--- src/rtl/writeback_stage.sv ---
`default_nettype none
// ============================================================================
// writeback_stage: final pipeline stage; load extraction and a registered
// single-cycle regfile write. Optional retired-instruction counter: WB_INSTRET_EN.
// Revision 1.0
// ============================================================================
module writeback_stage #(
  parameter int XLEN  = 32,
  parameter int CNT_W = 64
) (
  input  logic             clk,
  input  logic             rst,
  input  logic             in_valid,
  output logic             in_ready,
  input  logic [XLEN-1:0]  in_pc,
  input  logic [4:0]       in_rd,
  input  logic [XLEN-1:0]  in_alu,
  input  logic [XLEN-1:0]  in_u_imm,
  input  logic [2:0]       in_funct3,
  input  logic [1:0]       in_wb_sel,
  input  logic             in_load_rf,
  input  logic             dmem_resp,
  input  logic [XLEN-1:0]  dmem_rdata,
  output logic             ld_regfile,
  output logic [4:0]       rd,
  output logic [XLEN-1:0]  regfile_in,
  output logic             retire,
  output logic [CNT_W-1:0] instret
);

  localparam logic [0:0] IDLE     = 1'b0;
  localparam logic [0:0] WAIT_MEM = 1'b1;
  localparam logic [1:0] WB_ALU = 2'b00;
  localparam logic [1:0] WB_MEM = 2'b01;
  localparam logic [1:0] WB_PC4 = 2'b10;

  logic [0:0]      state, state_nxt;
  logic [4:0]      pend_rd;
  logic [1:0]      pend_off;
  logic [2:0]      pend_funct3;
  logic            pend_load_rf;
  logic            accept, complete, wr_en;
  logic [4:0]      wr_rd;
  logic [XLEN-1:0] wr_data;

  function automatic logic [XLEN-1:0] load_extract(input logic [2:0] f3,
                                                   input logic [1:0] off,
                                                   input logic [XLEN-1:0] w);
    logic [7:0]  b;
    logic [15:0] h;
    case (off)
      2'd0:    b = w[7:0];
      2'd1:    b = w[15:8];
      2'd2:    b = w[23:16];
      default: b = w[31:24];
    endcase
    h = off[1] ? w[31:16] : w[15:0];
    case (f3)
      3'b000:  load_extract = {{(XLEN-8){b[7]}}, b};
      3'b100:  load_extract = {{(XLEN-8){1'b0}}, b};
      3'b001:  load_extract = {{(XLEN-16){h[15]}}, h};
      3'b101:  load_extract = {{(XLEN-16){1'b0}}, h};
      default: load_extract = w;
    endcase
  endfunction

  always_ff @(posedge clk) begin
    if (rst) state <= IDLE;
    else     state <= state_nxt;
  end

  always_comb begin
    state_nxt = state;
    case (state)
      IDLE:     if (accept && in_wb_sel == WB_MEM && !dmem_resp) state_nxt = WAIT_MEM;
      WAIT_MEM: if (dmem_resp) state_nxt = IDLE;
      default:  state_nxt = IDLE;
    endcase
  end

  always_comb begin
    in_ready = !rst && (state == IDLE);
    accept   = in_valid && in_ready;
    complete = 1'b0;
    wr_en    = 1'b0;
    wr_rd    = in_rd;
    wr_data  = in_alu;
    if (state == WAIT_MEM) begin
      // rst gates completion so a response during reset cannot write
      complete = dmem_resp && !rst;
      wr_en    = pend_load_rf;
      wr_rd    = pend_rd;
      wr_data  = load_extract(pend_funct3, pend_off, dmem_rdata);
    end else begin
      complete = accept && (in_wb_sel != WB_MEM || dmem_resp);
      wr_en    = in_load_rf;
      case (in_wb_sel)
        WB_ALU:  wr_data = in_alu;
        WB_MEM:  wr_data = load_extract(in_funct3, in_alu[1:0], dmem_rdata);
        WB_PC4:  wr_data = in_pc + 32'd4;
        default: wr_data = in_u_imm;
      endcase
    end
  end

  // Load context held while the data cache is outstanding.
  always_ff @(posedge clk) begin
    if (rst) begin
      pend_rd      <= '0;
      pend_off     <= '0;
      pend_funct3  <= '0;
      pend_load_rf <= 1'b0;
    end else if (accept) begin
      pend_rd      <= in_rd;
      pend_off     <= in_alu[1:0];
      pend_funct3  <= in_funct3;
      pend_load_rf <= in_load_rf;
    end
  end

  always_ff @(posedge clk) begin
    if (rst) begin
      ld_regfile <= 1'b0;
      retire     <= 1'b0;
      rd         <= '0;
      regfile_in <= '0;
    end else begin
      ld_regfile <= complete && wr_en && (wr_rd != 5'd0);
      retire     <= complete;
      if (complete) begin
        rd         <= wr_rd;
        regfile_in <= wr_data;
      end
    end
  end

`ifdef WB_INSTRET_EN
  always_ff @(posedge clk) begin
    if (rst)           instret <= '0;
    else if (complete) instret <= instret + 1'b1;
  end
`else
  assign instret = '0;
`endif

endmodule
`default_nettype wire

--- config.mk ---
export PLATFORM = sky130hd
export DESIGN_NAME = writeback_stage
export DESIGN_NICKNAME = d
export VERILOG_FILES = /design/src/rtl/writeback_stage.sv
export SDC_FILE = /design/constraint.sdc
export NUM_CORES = 1
export LEC_CHECK = 0
export CAP_MARGIN = 40
export CORE_MARGIN = 3
export CORE_UTILIZATION = 42
export CTS_CLUSTER_SIZE = 10
export DETAILED_ROUTE_END_ITERATION = 10
export PLACE_DENSITY = 0.81
export SYNTH_ARGS = -nofsm -noshare
export SYNTH_HDL_FRONTEND = slang
export SYNTH_SLANG_ARGS = --single-unit
--- constraint.sdc ---
create_clock -name clk -period 2.7 [get_ports clk]
set_clock_uncertainty 0.2 [all_clocks]
set_input_delay 0.675 -clock clk [delete_from_list [all_inputs] [get_ports clk]]
set_output_delay 0.675 -clock clk [all_outputs]
set_load 0.01 [all_outputs]
==> results of run 1 <==
-- cell type report --
cell class                      instances  area, um^2
Tap cell                              143         179
Timing Repair Buffer                  327        2980
Inverter                               26        97.6
Clock inverter                          1        7.51
Sequential cell                        51        1020
Multi-Input combinational cell        579        3560
Clock buffer                            7         153
Fill cell                             989        3560
-- routing by layer --
metal,GRT usage [%],vias up,wire length (um)
met3,5.95,64,2480
li1,-,3047,-
met4,10.2,0,867
met2,55.3,469,10600
met5,0,-,0
met1,43.7,3025,9090
-- synthesized netlist by cell type (7+ instances only) --
| cell | count | area, um^2 |
|---|---|---|
| a211oi_1 | 16 | 120 |
| a21oi_1 | 47 | 235 |
| a221oi_1 | 9 | 78.8 |
| a22oi_1 | 11 | 82.6 |
| a31oi_1 | 13 | 81.3 |
| buf_2 | 8 | 40.0 |
| buf_4 | 64 | 480 |
| clkbuf_1 | 38 | 143 |
| dfxtp_1 | 51 | 1020 |
| inv_1 | 25 | 93.8 |
| mux2_2 | 9 | 101 |
| mux2i_1 | 20 | 200 |
| nand2_1 | 83 | 312 |
| nand2b_1 | 8 | 50.1 |
| nand3_1 | 14 | 70.1 |
| nand4_1 | 8 | 50.1 |
| nor2_1 | 56 | 210 |
| nor2b_1 | 8 | 50.1 |
| nor3_1 | 16 | 80.1 |
| o211ai_1 | 13 | 97.6 |
| o21ai_0 | 49 | 245 |
| o221ai_1 | 10 | 87.6 |
| o311ai_0 | 7 | 61.3 |
| o31ai_1 | 7 | 52.6 |
| xnor2_1 | 11 | 96.3 |
| xor2_1 | 8 | 70.1 |
-- kinds of logic (layout without fill, tap and decap cells) --
| family | after synthesis | after routing |
|---|---|---|
| compound gates | 236 | 236 |
| flops | 51 | 51 |
| xor+xnor | 19 | 19 |
| simple gates | 226 | 226 |
| mux | 33 | 33 |
| buf+inv | 140 | 361 |
| fa+ha+maj | 1 | 1 |
| other cells | 1 | 64 |
-- repair_timing --
action	4_1_cts	5_1_grt
gates resized for setup	18	26
hold endpoints to repair	0	0
setup buffers	1	2
pin swaps	7	11
setup endpoints to repair	13	24
-- stage by stage --
| step | power (uW) | cells | setup TNS [ns] |
|---|---|---|---|
| global placement | 1980 | 1123 | -7.18 |
| floorplan | 1400 | 770 | 0 |
| CTS | 2680 | 1132 | -0.0230 |
| global route | 2830 | 1134 | -0.00672 |
| finish | 2720 | 1134 | 0 |
| detailed placement | 1990 | 1123 | -8.03 |
-- worst max-delay path, stage by stage --
cell             delay [ns]
clkdlybuf4s50_1        0.60
nor2b_1                0.34
a21oi_2                0.16
nand2_1                0.15
buf_4                  0.26
nor3_1                 0.08
o21ai_0                0.20
o211ai_1               0.12
-- final timing paths --
| kind | end | slack (ns) | cells past startpoint |
|---|---|---|---|
| max | regfile_in[21]$_SDFFE_PP0P_ | 0.05 | 8 |
| min | pend_load_rf$_SDFFE_PP0P_ | 0.27 | 2 |
| max reg2reg | regfile_in[7]$_SDFFE_PP0P_ | 0.53 | 6 |
| min reg2reg | pend_load_rf$_SDFFE_PP0P_ | 0.27 | 2 |
-- power breakdown --
part | leakage, uW | internal (uW) | switching, uW
logic | 0.00286 | 585 | 573
clock network | 0.0000761 | 396 | 301
registers | 0.000421 | 816 | 44.8
-- registers in the layout, summed over array words and instances, names as in the netlist --
signal and flops:
regfile_in 32, pend_rd 5, retire 1, pend_off 2
pend_funct3 3, state 1, ld_regfile 1, pend_load_rf 1
rd 5
==> run summary, run 1 <==
Fmax: 377 MHz
Post-synthesis average cell area: 7.13 um^2
WP data arrival: 2.61 ns
FF-to-FF Start: pend_off[0]$_SDFFE_PP0P_
Seq cells post-synth: 51
Post-synth EDFFs: 0
Tightest Pin Transition: 0.601 ns
DP Wirelength: 18.6 mm
Vias per inst: 5.82
Largest net degree at the start of global routing: 29
Antenna cells: 0
Adder-cell share of the synthesized area: 0.248%
Largest family of logic cells by synthesized area: compound AO/OA/AOI/OAI gates
Gr usage total: 33.2%
Tmin final: 2.65 ns
H-tree lvl count: 2
Die area: 13400 um^2
Starting DRC count in detailed routing: 932
Setup ws final: 0.0485 ns
Fin. Hold Viols: 0
Initial antenna violation count: 0
Share of post-route cells with drive strength above 1: 19.4%
Layout Nets: 1134
Tcrit/Tclk final: 98.2%
Peak fanout along the critical path: 15
Total gr overflow: 0
Vias in the first global route: 6325
Placer congestion estimate: 0.979
Most frequent cells in the layout: clkdlybuf4s50_1 (161), buf_4 (139), nand2_1 (83), conb_1 (64), nor2_1 (55)
Clk sinks: 51
Ys async rst share: 0%
Area of the mapped netlist: 5040 um^2
Maxcap violations: 0
Initial DRT Pass Iterations: 6
Clk pin slew, worst setup/hold paths: 0.07 ns
Die H: 116 um
Setup crit end kind: register
Initial Utilization: 43.6%
Worst Setup SP: in_wb_sel[0]
Synth Area in Compound Gates: 31.8%
First-pass GRT wire length: 34.3 mm
Row cnt: 39
Most common cell after layout, fill and taps aside: clkdlybuf4s50_1
CP required: 2.66 ns
Io pins: 247
Core area: 11600 um^2
Clk root buf: clkbuf_16
Total wire length: 23.1 mm
Final ANT Viol Nets: 0
Sequential area share after synthesis: 20.3%
Simple-Gate Fraction of Synth Area: 21.2%
WHS: 0.272 ns
Setup violations, final: 0
Pre-CTS setup slack: -0.449 ns
Final count of pins violating max slew: 0
Worst setup SP type: primary input
Post-synthesis mux area share: 7.77%
Residual DRC: 0
Final Core Density: 69.2%
Clock Latency Late Sink: 0.29 ns
Leak: 0.00336 uW
Post-route cell area: 8000 um^2
Area grow syn2layout: 58.7%
Netlist cell types: 64
Cell area power density: 339 nW/um^2
Hold Crit Class: register to register
Longest Clk Path Bufs: 2
Hold path startpoint: pend_load_rf$_SDFFE_PP0P_
Die W: 116 um
Port bufs: 182
Status: complete, no violations
Rel. slew slack: 59.8%
Synth Area in XOR/XNOR: 3.30%
Post-DP Area: 7700 um^2
Synth Flop Type: dfxtp_1
CTS tree: done
Count of yosys warnings during synthesis: 0
CTS Hold Bufs: 0
Via Count: 6605
Setup CP Type: primary input to register
Routed WL per cell: 20.3 um
Cells after Synth: 707
Max VDD drop: 0.266 mV
Clock buffer count from CTS: 5
(Power assumes the default switching activity.)
==> inputs of run 2 (changes only) <==
--- a/config.mk
+++ b/config.mk
@@ -6,10 +6,12 @@
 export NUM_CORES = 1
 export LEC_CHECK = 0
 export CAP_MARGIN = 40
+export CORE_ASPECT_RATIO = 1.25
 export CORE_MARGIN = 3
 export CORE_UTILIZATION = 42
 export CTS_CLUSTER_SIZE = 10
 export DETAILED_ROUTE_END_ITERATION = 10
+export MAX_ROUTING_LAYER = met4
 export PLACE_DENSITY = 0.81
 export SYNTH_ARGS = -nofsm -noshare
 export SYNTH_HDL_FRONTEND = slang
==> run 2 against run 1 <==
Cell count rose by 2.5%. Hold slack got worse by 0.0034 ns. Final area grew 1.5%. Sequential power increased by 0.8%. Fmax decreased by 0.97%. Largest power group unchanged. Clock-buffer cell count down 2. Routed wire length is 4.0% higher.
==> run summary, run 2 (synthesis results as in run 1) <==
Vias per inst: 5.81 (-0.19%)
WHS: 0.268 ns (-0.00341 ns)
Status: complete, no violations
Leak: 0.00340 uW (+1.2%)
Layout Nets: 1144 (+0.88%)
Initial Utilization: 43.2% (-0.40 points)
WP data arrival: 2.67 ns (+0.06 ns)
Largest net degree at the start of global routing: 24 (-17%)
Most frequent cells in the layout: clkdlybuf4s50_1 (168), buf_4 (153), nand2_1 (83), conb_1 (64), nor2_1 (56)
Via Count: 6755 (+2.3%)
Maxcap violations: 0 (unchanged)
Top flop regs: regfile_in (32), pend_rd (5), rd (5)
CP required: 2.70 ns (+0.04 ns)
Pwr Total: 2810 uW (+3.6%)
Most common cell after layout, fill and taps aside: clkdlybuf4s50_1
Final ANT Viol Nets: 0 (unchanged)
Largest reg by FF count: regfile_in
Antenna cells: 0 (unchanged)
Fmax: 373 MHz (-0.97%)
Clock Latency Late Sink: 0.30 ns (about the same)
Tcrit/Tclk final: 99.2% (+0.96 points)
Peak fanout along the critical path: 4 (-11)
Routed WL per cell: 20.6 um (+1.5%)
Setup violations, final: 0 (unchanged)
RSZ-0062 raised after global routing: true
Setup CP Type: primary input to register
Die area: 13400 um^2 (about the same)
Clk root buf: clkbuf_16
Residual DRC: 0 (unchanged)
Tightest Pin Transition: 0.532 ns (-0.0694 ns)
Total gr overflow: 0 (unchanged)
Share of post-route cells with drive strength above 1: 20.6% (+1.2 points)
Gr usage total: 35.2% (+2.0 points)
Clk pin slew, worst setup/hold paths: 0.08 ns (about the same)
Setup ws final: 0.0226 ns (-0.0260 ns)
Vias in the first global route: 6534 (+3.3%)
Fin. Hold Viols: 0 (unchanged)
Max FFs per register: 32 (unchanged)
Pre-CTS setup slack: -0.511 ns (-0.0621 ns)
Placer congestion estimate: 1.04 (+6.1%)
Clk sinks: 51 (unchanged)
H-tree lvl count: 2 (unchanged)
Max VDD drop: 0.255 mV (-4.0%)
Longest Clk Path Bufs: 2 (unchanged)
CTS Hold Bufs: 0 (unchanged)
Area grow syn2layout: 61.1%
Core area: 11700 um^2 (+0.92%)
Io pins: 247 (unchanged)
Die W: 104 um (-10%)
Worst path cell trace: clkdlybuf4s50_1, nand4_1, or2_1, o31a_1, nor3_2, o22ai_1, a221o_1
CP max stage delay: 0.49 ns (-0.11 ns)
Die H: 128 um (+11%)
Setup crit end kind: register
Starting DRC count in detailed routing: 660 (-29%)
DP Wirelength: 19.4 mm (+4.0%)
Hold Crit Class: register to register
Tmin final: 2.68 ns (+0.0260 ns)
Clock buffer count from CTS: 5 (unchanged)
Cell area power density: 347 nW/um^2 (+2.1%)
Total wire length: 24.0 mm (+4.0%)
CTS tree: done
Initial DRT Pass Iterations: 6 (unchanged)
TNS Setup: 0 ns (unchanged)
Total of fill cells in the finished design: 1012 (+2.3%)
Worst setup SP type: primary input
Rel. slew slack: 63.6% (+3.8 points)
Final count of pins violating max slew: 0 (unchanged)
Port bufs: 182 (unchanged)
First-pass GRT wire length: 35.8 mm (+4.3%)
Slowest cell on the critical path: clkdlybuf4s50_1
Row cnt: 44 (+13%)
Initial antenna violation count: 0 (unchanged)
-- run 2: area by class of cell --
cell class | count | area [um^2] | share of cell area, %
clock buffers | 5 | 125 | 1.54
clock inverters | 3 | 46.3 | 0.570
inverters | 26 | 97.6 | 1.20
multi-input cells | 579 | 3600 | 44.3
flip-flops and latches | 51 | 1020 | 12.6
well taps | 161 | 201 | 2.48
repair buffers | 337 | 3030 | 37.3
-- run 2: repair_timing --
action / in CTS / in global routing
pin swaps: 2 / 12
setup buffers: 1 / 1
gates resized for setup: 16 / 26
setup endpoints to repair: 22 / 24
cloned: 0 / 0
-- run 2: through the flow --
| step | util (%) | cell area (um^2) | instances |
|---|---|---|---|
| final | 69.6 | 8120 | 1162 |
| after global routing | 69.6 | 8120 | 1162 |
| after CTS | 68.7 | 8020 | 1161 |
| after detailed placement | 66.8 | 7800 | 1152 |
| after global placement | 66.8 | 7800 | 1152 |
| after floorplan | - | 5280 | 770 |
-- run 2: critical path: cells and delay by family --
| family | cells | cell delay [ns] |
|---|---|---|
| AOI/OAI and AO/OA | 3 | 0.69 |
| buffers and inverters | 1 | 0.49 |
| and+or+nand+nor | 3 | 0.81 |
-- run 2: final timing paths --
check,cells past startpoint,end,from,slack (ns)
worst max-delay path,7,regfile_in[20]$_SDFFE_PP0P_,in_pc[15],0.02
worst min-delay path,2,pend_load_rf$_SDFFE_PP0P_,pend_load_rf$_SDFFE_PP0P_,0.27
worst max register to register,6,regfile_in[7]$_SDFFE_PP0P_,pend_off[0]$_SDFFE_PP0P_,0.43
worst min register to register,2,pend_load_rf$_SDFFE_PP0P_,pend_load_rf$_SDFFE_PP0P_,0.27
-- run 2: report_power, final --
part,switching (uW),total (uW),internal [uW]
Combinational,580,1170,594
Clock,330,772,442
Sequential,51.7,868,816
-- run 2: per-layer routing --
metal  up-vias  GRT usage (%)  routed length (um)
met5         -              -                   0
met4         0           16.8                1320
li1       3074              -                   -
met3       112           5.57                2230
met2       485           61.4               11900
met1      3084           39.5                8540
==> inputs of run 3 (changes only) <==
--- a/config.mk
+++ b/config.mk
@@ -6,7 +6,6 @@
 export NUM_CORES = 1
 export LEC_CHECK = 0
 export CAP_MARGIN = 40
-export CORE_ASPECT_RATIO = 1.25
 export CORE_MARGIN = 3
 export CORE_UTILIZATION = 42
 export CTS_CLUSTER_SIZE = 10
==> constraint.sdc (replaced) <==
create_clock -name clk -period 2.9 [get_ports clk]
set_clock_uncertainty 0.2 [all_clocks]
set_input_delay 0.725 -clock clk [delete_from_list [all_inputs] [get_ports clk]]
set_output_delay 0.725 -clock clk [all_outputs]
set_load 0.01 [all_outputs]
==> run 3 against run 2 <==
First-iteration DRC count up 16%. Worst setup slack better by 0.086 ns. Combinational power down 10%. Utilization down 2.7 points. Cell count down 4.6%. Hold slack better by 0.0052 ns. Die area about the same. Clock power down 13%. Sequential power down 7.5%. Flip-flop and latch count unchanged. Sequential share of layout area up 0.62 points. Critical path depth up 1. Critical endpoint unchanged.
==> run summary, run 3 (synthesis results as in run 1) <==
Port bufs: 182 (unchanged)
Leak: 0.00312 uW (-8.4%)
Total wire length: 22.7 mm (-5.2%)
Die W: 116 um (+11%)
RSZ-0062 raised after global routing: true
Starting DRC count in detailed routing: 764 (+16%)
Initial Utilization: 43.6% (+0.40 points)
WHS: 0.273 ns (+0.00519 ns)
Total gr overflow: 0 (unchanged)
Via Count: 6545 (-3.1%)
Post_cts resized: 0 (-16)
Status: complete, no violations
Final ANT Viol Nets: 0 (unchanged)
Tmin final: 2.79 ns
First-pass GRT wire length: 33.8 mm (-5.7%)
Setup crit end kind: register
Pre-CTS setup slack: -0.233 ns (+0.278 ns)
Die H: 116 um (-10%)
WP data arrival: 2.78 ns (+0.11 ns)
Fin. Hold Viols: 0 (unchanged)
Tcrit/Tclk final: 96.3%
Largest net degree at the start of global routing: 33 (+38%)
Worst setup SP type: primary input
Clk pin slew, worst setup/hold paths: 0.07 ns (about the same)
CTS Hold Bufs: 0 (unchanged)
Largest reg by FF count: regfile_in
Clk root buf: clkbuf_16
H-tree lvl count: 2 (unchanged)
Most common cell after layout, fill and taps aside: clkdlybuf4s50_1
Max VDD drop: 0.214 mV (-16%)
Maxcap violations: 0 (unchanged)
Clock buffer count from CTS: 5 (unchanged)
Setup bufs post-CTS: 0 (-1)
Clock Latency Late Sink: 0.29 ns (about the same)
Final Core Density: 66.9% (-2.7 points)
Placed Cells: 1102 (-4.3%)
Clk sinks: 51 (unchanged)
Final count of pins violating max slew: 0 (unchanged)
Tightest Pin Transition: 0.548 ns (+0.0159 ns)
Most frequent cells in the layout: clkdlybuf4s50_1 (181), buf_4 (119), nand2_1 (83), conb_1 (64), nor2_1 (56)
Setup ws final: 0.109 ns (+0.0861 ns)
Initial antenna violation count: 0 (unchanged)
Share of post-route cells with drive strength above 1: 16.5% (-4.1 points)
Total of fill cells in the finished design: 1026 (+1.4%)
Setup CP Type: primary input to register
Placer congestion estimate: 1.03 (-1.3%)
Gr usage total: 33.6% (-1.6 points)
Routed WL per cell: 20.5 um (-0.66%)
Vias in the first global route: 6128 (-6.2%)
Initial DRT Pass Iterations: 5 (-1)
Layout Nets: 1110 (-3.0%)
Max FFs per register: 32 (unchanged)
Top flop regs: regfile_in (32), pend_rd (5), rd (5)
Finished Layout Cells: 1109 (-4.6%)
Core area: 11600 um^2 (-0.91%)
DP Wirelength: 18.4 mm (-4.9%)
Cell area power density: 326 nW/um^2 (-5.9%)
Io pins: 247 (unchanged)
Die area: 13400 um^2 (about the same)
Antenna cells: 0 (unchanged)
Vias per inst: 5.90 (+1.5%)
Rel. slew slack: 63.3% (-0.28 points)
Residual DRC: 0 (unchanged)
Fmax: 358 MHz
Setup violations, final: 0 (unchanged)
Hold Crit Class: register to register
Longest Clk Path Bufs: 2 (unchanged)
Area grow syn2layout: 53.5%
CTS tree: done
Peak fanout along the critical path: 3 (-1)
Row cnt: 39 (-11%)
CP required: 2.88 ns (+0.18 ns)
## run 3: changes by cell type in the layout (fill, tap and decap cells not counted), moves of 2 or more
cell / delta
dlygate4sd2_1: -4
buf_4: -34
dlymetal6s2s_1: -9
nor4_1: +2
nor4_4: -2
o311ai_0: +2
o311ai_1: -2
clkdlybuf4s50_1: +13
## run 3: stage by stage
stage | TNS (ns) | instance area [um^2] | power, uW
finish | 0 | 7740 | 2520
global route | -0.162 | 7740 | 2620
CTS | 0 | 7690 | 2500
detailed placement | -3.09 | 7530 | 1830
global placement | -2.37 | 7530 | 1830
floorplan | 0 | 5280 | 1300
## run 3: where the power goes
part | switching (uW) | leakage, uW | internal (uW)
registers | 43.3 | 0.000421 | 760
clock network | 269 | 0.0000769 | 404
logic | 521 | 0.00262 | 527
total | 834 | 0.00312 | 1690
## run 3: worst max-delay path: stages
cell,delay [ns]
clkdlybuf4s50_1,0.48
ha_1,0.19
nand3_2,0.13
or3_4,0.39
o31a_1,0.25
nor3_2,0.18
o22ai_1,0.11
a221o_1,0.32
## run 3: layer usage
| metal | global-route usage (%) | up-vias | routed length [um] |
|---|---|---|---|
| li1 | - | 2999 | - |
| met1 | 44.4 | 3037 | 9120 |
| met2 | 53.5 | 451 | 10600 |
| met3 | 4.13 | 58 | 2240 |
| met4 | 10.8 | 0 | 733 |
| met5 | - | - | 0 |
## run 3: cell type report
| type | count | area, um^2 | share of cell area [%] |
|---|---|---|---|
| Timing Repair Buffer | 303 | 2760 | 35.6 |
| Tap cell | 143 | 179 | 2.31 |
| Clock buffer | 6 | 129 | 1.67 |
| Clock inverter | 1 | 30.0 | 0.388 |
| Sequential cell | 51 | 1020 | 13.2 |
| Multi-Input combinational cell | 579 | 3520 | 45.5 |
| Inverter | 26 | 97.6 | 1.26 |
## run 3: path summary, 6_finish.rpt
path | from | to | slack, ns | cells past startpoint
worst max-delay path | in_pc[2] | regfile_in[20]$_SDFFE_PP0P_ | 0.11 | 8
worst min-delay path | regfile_in[17]$_SDFFE_PP0P_ | regfile_in[17]$_SDFFE_PP0P_ | 0.27 | 2
worst max register to register | pend_off[1]$_SDFFE_PP0P_ | regfile_in[0]$_SDFFE_PP0P_ | 0.67 | 7
worst min register to register | regfile_in[17]$_SDFFE_PP0P_ | regfile_in[17]$_SDFFE_PP0P_ | 0.27 | 2
